<file path="config.mk">
export PLATFORM = sky130hd
export DESIGN_NAME = ahb_apb_bridge
export DESIGN_NICKNAME = d
export VERILOG_FILES = /design/src/rtl/ahb_apb_bridge.sv
export SDC_FILE = /design/constraint.sdc
export NUM_CORES = 1
export LEC_CHECK = 0
export ABC_AREA = 1
export BUFFER_PORTS_ARGS = -buffer_cell sky130_fd_sc_hd__buf_2
export CAP_MARGIN = 20
export CORE_AREA = 2 2 80 82
export CTS_BUF_LIST = sky130_fd_sc_hd__clkbuf_4 sky130_fd_sc_hd__clkbuf_8 sky130_fd_sc_hd__clkbuf_16
export CTS_CLUSTER_DIAMETER = 100
export DETAILED_ROUTE_END_ITERATION = 16
export DIE_AREA = 0 0 82 84
export PLACE_DENSITY_LB_ADDON = 0.3
export REMOVE_ABC_BUFFERS = 1
export SLEW_MARGIN = 25
export SYNTH_ARGS = -nofsm -noshare
export SYNTH_HDL_FRONTEND = slang
export SYNTH_SLANG_ARGS = --single-unit
</file>
<file path="constraint.sdc">
create_clock -name clk -period 1.7 [get_ports clk]
set_input_delay 0.085 -clock clk [delete_from_list [all_inputs] [get_ports clk]]
set_output_delay 0.085 -clock clk [all_outputs]
set_load 0.01 [all_outputs]
</file>
<file path="src/rtl/ahb_apb_bridge.sv">
// AHB-Lite slave to APB4 master bridge.
// Each accepted single AHB transfer becomes one APB SETUP+ACCESS sequence;
// AHB wait states are inserted until PREADY. PSLVERR and misaligned or
// oversize requests are answered with the two-cycle AHB ERROR response.
//
// Handshake semantics: on the AHB side a data phase completes on the cycle
// HREADYOUT=1, with HRESP qualifying it (HRESP=1 and HREADYOUT=0 is the first
// ERROR cycle). On the APB side an access completes on the cycle
// PSEL & PENABLE & PREADY; PSLVERR and PRDATA are only meaningful then.
module ahb_apb_bridge #(
    parameter int PADDR_W = 16
) (
    input  logic               clk,
    input  logic               rst,
    input  logic               HSEL,
    input  logic [31:0]        HADDR,
    input  logic [1:0]         HTRANS,
    input  logic [2:0]         HSIZE,
    input  logic               HWRITE,
    input  logic [3:0]         HPROT,
    input  logic [31:0]        HWDATA,
    input  logic               HREADY,
    output logic               HREADYOUT,
    output logic [31:0]        HRDATA,
    output logic               HRESP,
    output logic [PADDR_W-1:0] PADDR,
    output logic               PSEL,
    output logic               PENABLE,
    output logic               PWRITE,
    output logic [31:0]        PWDATA,
    output logic [3:0]         PSTRB,
    output logic [2:0]         PPROT,
    input  logic [31:0]        PRDATA,
    input  logic               PREADY,
    input  logic               PSLVERR,
    output logic [2:0]         dbg_state
);

    typedef enum logic [2:0] {
        S_IDLE   = 3'd0,
        S_SETUP  = 3'd1,
        S_ACCESS = 3'd2,
        S_ERR1   = 3'd3,
        S_ERR2   = 3'd4
    } state_t;

    state_t               state_q, state_d;
    logic                 psel_q, psel_d;
    logic                 penable_q, penable_d;
    logic                 pwrite_q, pwrite_d;
    logic [PADDR_W-1:0]   paddr_q, paddr_d;
    logic [3:0]           pstrb_q, pstrb_d;
    logic [2:0]           pprot_q, pprot_d;

    logic                 accept;
    logic                 misaligned;
    logic [3:0]           strb_new;
    logic                 unused_inputs;

    // A transfer is taken only when the address phase actually ends on the bus.
    assign accept = HSEL & HTRANS[1] & HREADY;

    assign misaligned = ((HSIZE == 3'd1) && HADDR[0]) ||
                        ((HSIZE == 3'd2) && (HADDR[1:0] != 2'b00)) ||
                        (HSIZE > 3'd2);

    // Upper address bits, SEQ/NONSEQ distinction and cacheable/bufferable are
    // irrelevant on a single APB segment.
    assign unused_inputs = ^{HTRANS[0], HADDR[31:PADDR_W], HPROT[3:2]};

    // Byte lanes of the request being presented in the address phase.
    always_comb begin
        strb_new = 4'b0000;
        if (HWRITE) begin
            case (HSIZE)
                3'd0:    strb_new = 4'b0001 << HADDR[1:0];
                3'd1:    strb_new = HADDR[1] ? 4'b1100 : 4'b0011;
                3'd2:    strb_new = 4'b1111;
                default: strb_new = 4'b0000;
            endcase
        end
    end

    // FSM state register.
    always_ff @(posedge clk or posedge rst) begin
        if (rst) begin
            state_q <= S_IDLE;
        end else begin
            state_q <= state_d;
        end
    end

    // FSM next-state logic.
    always_comb begin
        state_d = state_q;
        case (state_q)
            S_IDLE, S_ERR2: begin
                if (accept) begin
                    state_d = misaligned ? S_ERR1 : S_SETUP;
                end else begin
                    state_d = S_IDLE;
                end
            end
            S_SETUP: state_d = S_ACCESS;
            S_ACCESS: begin
                if (PREADY) begin
                    if (PSLVERR) begin
                        state_d = S_ERR1;
                    end else if (accept) begin
                        state_d = misaligned ? S_ERR1 : S_SETUP;
                    end else begin
                        state_d = S_IDLE;
                    end
                end
            end
            S_ERR1:  state_d = S_ERR2;
            default: state_d = S_IDLE;
        endcase
    end

    // FSM outputs decoded from state and the live APB response.
    always_comb begin
        HREADYOUT = 1'b1;
        HRESP     = 1'b0;
        HRDATA    = 32'h0;
        case (state_q)
            S_SETUP:  HREADYOUT = 1'b0;
            S_ACCESS: begin
                HREADYOUT = PREADY & ~PSLVERR;
                HRDATA    = PRDATA;
            end
            S_ERR1: begin
                HREADYOUT = 1'b0;
                HRESP     = 1'b1;
            end
            S_ERR2: begin
                HREADYOUT = 1'b1;
                HRESP     = 1'b1;
            end
            default: begin
                HREADYOUT = 1'b1;
                HRESP     = 1'b0;
            end
        endcase
    end

    // Next values of the registered APB signals; request fields load only when
    // a fresh transfer enters SETUP, so they stay stable through ACCESS.
    always_comb begin
        psel_d    = (state_d == S_SETUP) || (state_d == S_ACCESS);
        penable_d = (state_d == S_ACCESS);
        paddr_d   = paddr_q;
        pwrite_d  = pwrite_q;
        pstrb_d   = pstrb_q;
        pprot_d   = pprot_q;
        if (state_d == S_SETUP) begin
            paddr_d  = HADDR[PADDR_W-1:0];
            pwrite_d = HWRITE;
            pstrb_d  = strb_new;
            pprot_d  = {~HPROT[0], 1'b0, HPROT[1]};
        end
    end

    // Registered APB signals.
    always_ff @(posedge clk or posedge rst) begin
        if (rst) begin
            psel_q    <= 1'b0;
            penable_q <= 1'b0;
            pwrite_q  <= 1'b0;
            paddr_q   <= '0;
            pstrb_q   <= 4'b0000;
            pprot_q   <= 3'b000;
        end else begin
            psel_q    <= psel_d;
            penable_q <= penable_d;
            pwrite_q  <= pwrite_d;
            paddr_q   <= paddr_d;
            pstrb_q   <= pstrb_d;
            pprot_q   <= pprot_d;
        end
    end

    assign PSEL      = psel_q;
    assign PENABLE   = penable_q;
    assign PWRITE    = pwrite_q;
    assign PADDR     = paddr_q;
    assign PSTRB     = pstrb_q;
    assign PPROT     = pprot_q;
    // The master holds HWDATA through wait states, so it is valid from SETUP on.
    assign PWDATA    = HWDATA;
    assign dbg_state = state_q;

endmodule

</file>
==> summary.md <==
| Metric | Value |
|---|---|
| WL final | 7.10 mm |
| Min Hold Slack | 0.0588 ns |
| First-pass GRT wire length | roughly 9.9 mm |
| DP HPWL | 5.72 mm |
| Most frequent cells in the layout | buf_2, nand2_1, inv_1, nor2_1, dfrtp_1 |
| Clock Skew | 0.00392 ns |
| Leak Pwr | 1.64 nW |
| GPL Wtd Cong | 0.759 |
| Syn_area_per_cell | 6.99 um^2 |
| Worst Path Arrival | 1.75 ns |
| Worst-path clk slew | 0.10 ns |
| Largest family of logic cells by synthesized area | simple AND/OR/NAND/NOR gates |
| VDD IR max | 0.832 mV |
| Ys Warns | 0 |
| Max-cap violation count | 0 |
| Area after DPL | 0.00236 mm^2 |
| Final cycle utilization of the critical path | 92.8% |
| Starting DRT DRC Count | 43 |
| ANT nets after route | 0 |
| Initial antenna violation count | 0 |
| Num rows | 29 |
| R2r setup slk | 0.12 ns |
| Critical Path Slowest Stage Cell | dfrtp_1 |
| CP cell instances | inv_2, nand2_1, nor2_1, nand2_2, o21ai_4, buf_12, nand3_2, nand2_1, nand2_1 |
| Clock root cell | clkbuf_8 |
| Xor and xnor fraction of the mapped netlist area | 0% |
| GRT Total Usage | approximately 20% |
| Die Footprint | roughly 0.007 mm^2 |
| Fraction of layout cells with a size suffix above 1 | 40.5% |
| Slowest stage delay, CP | 0.42 ns |
| Status | finished, final reports clean |
| Fmax | around 630 MHz |
| Synth top area cells | dfrtp_1, buf_4, nand2_1 |
| Seq/Total Area, Yosys | a little over a third |
| Flop and latch count out of synthesis | 28 |
| Post-synthesis mux area share | 0% |
| Largest net degree at the start of global routing | 33 |
| Simple-Gate Fraction of Synth Area | between 30% and 40% |
| Power per cell area | 1400 mW/mm^2 |
| Layout net count | around 480 |
| Post-Synthesis Cell Area | 0.00191 mm^2 |
| Drt wl/cell | 15.9 um |
| Setup violators final | 0 |
| Die width | 82 um |
| Post-Synth Adder-Cell Area | 0% |
| Antenna cells | 0 |
| Final hold violations | 0 |
| Post-layout util | 41.1% |
| Most used cell, CP | nand2_1 |
| TritonCTS clock tree | built |
| Clk buf depth | 2 |
| Area growth syn-to-layout | 30.8% |
| Post-route design area | 0.00250 mm^2 |
| Crit end category | flop |
| DR vias | 2034 |
| Min-delay worst type | in -> reg |
| TritonCTS buffer count | 3 |
| Post-synthesis cell count | 274 |
| Compound-gate portion of the synthesized area | around 2.3% |
| Type of the worst setup path | reg -> reg |
| Worst-Skew Late Latency | between 0.2 and 0.3 ns |
| Unique masters post-synth | 21 |
| Clock sinks | 28 |
| Commonest non-fill, non-tap cell in the layout | buf_2 |
| First-pass iteration count of the detailed router | 4 |
| H-tree levels | 1 |
| Die Ht | 84 um |
| Top Ports | 207 |
| Synth top area share | a little over a third |
| Max Transition Viols Final | 0 |
| Vias in the first global route | 1880 |
| Core Area | between 0.006 and 0.007 mm^2 |
| Initial Util | 31.4% |
| DRC Markers | 0 |
| Cell taking the most area after synthesis | dfrtp_1 |
| Critical path required time | 1.87 ns |
| Port Buffers | 122 |
| Worst-path maximum fanout | 6 |
| Critical Path Source Type | flop |
| Final Critical Period | approximately 1.6 ns |
| Vias/cell | 4.57 |
| Grt ovf | 0 |
## cell usage after synthesis
cell	n
nand3_4	1
clkbuf_1	3
a21oi_4	1
nand2_2	2
dfrtp_1	28
buf_6	2
nand4_1	23
nor2_1	42
buf_2	2
a21oi_1	1
o22ai_1	1
nor3_1	1
nor2_2	3
o21ai_4	1
nand2_1	64
inv_1	48
inv_2	2
conb_1	1
nand3_1	10
buf_4	37
nor2_4	1
## state kept, by name, summed over array words and instances, names as in the netlist
signal,flops
PPROT,2
PADDR,16
PSTRB,4
dbg_state,3
PSEL,1
PENABLE,1
PWRITE,1
## routing by layer
layer / share of wire, % / vias up / global-route usage, %
li1: - / 988 / -
met4: 2.5 / 2 / 6.52
met5: 0.75 / - / 6.67
met3: 14 / 10 / 10.1
met2: 49 / 138 / 34.7
met1: 34 / 896 / 19.2
## power breakdown
group	leakage [nW]	switching, mW	internal, mW
registers	0.358	0.164	0.952
clock network	0.0357	0.205	0.315
logic	1.24	1.15	0.732
## path summary, 6_finish.rpt
check / from / endpoint / cells after the start
setup / recovery: dbg_state[2]$_DFF_PP0_ / PWRITE$_DFFE_PP0N_ / 9
setup reg to reg: dbg_state[2]$_DFF_PP0_ / PWRITE$_DFFE_PP0N_ / 9
hold reg to reg: PADDR[5]$_DFFE_PP0N_ / PADDR[5]$_DFFE_PP0N_ / 2
min in group asynchronous: rst / PADDR[4]$_DFFE_PP0N_ / 4
max in group asynchronous: rst / PSTRB[0]$_DFFE_PP0N_ / 4
hold / removal: HADDR[3] / PADDR[3]$_DFFE_PP0N_ / 3
## per-stage QoR
stage | instances | setup TNS (ns) | worst slack [ns] | power [mW]
floorplan | 230 | -0.832 | -0.0362 | 2.07
global placement | 437 | 0 | 0.136 | 2.90
detailed placement | 437 | 0 | 0.0723 | 2.93
CTS | 442 | 0 | 0.0718 | 3.46
global route | 445 | -0.128 | -0.0187 | 3.85
finish | 445 | 0 | 0.123 | 3.52
## cells by family after synthesis
kind of cell	Yosys count
AND/OR/NAND/NOR	147
buffers and inverters	94
flip-flops	28
AO/OA/AOI/OAI	4
other	1
## layout make-up
class	instances	area (um^2)
sequential	28	701
fill	641	3590
inverter	50	188
clock inverter	1	30.0
timing repair buffer	132	708
tap	77	96.3
multi-input combinational	154	739
clock buffer	3	41.3
## worst max-delay path, delay by kind of cell (launching register included)
family	cells	cell delay, ns
AO/OA/AOI/OAI	1	0.17
buffers and inverters	2	0.22
flip-flops	1	0.42
AND/OR/NAND/NOR	6	0.66
## repair_timing
item                                    CTS  global route
endpoints found under the setup margin    0            23
hold endpoints to repair                 28             0
setup buffers                             0             1
resized for setup                         0             5
hold buffers                              1             0
(Power assumes the default switching activity.)
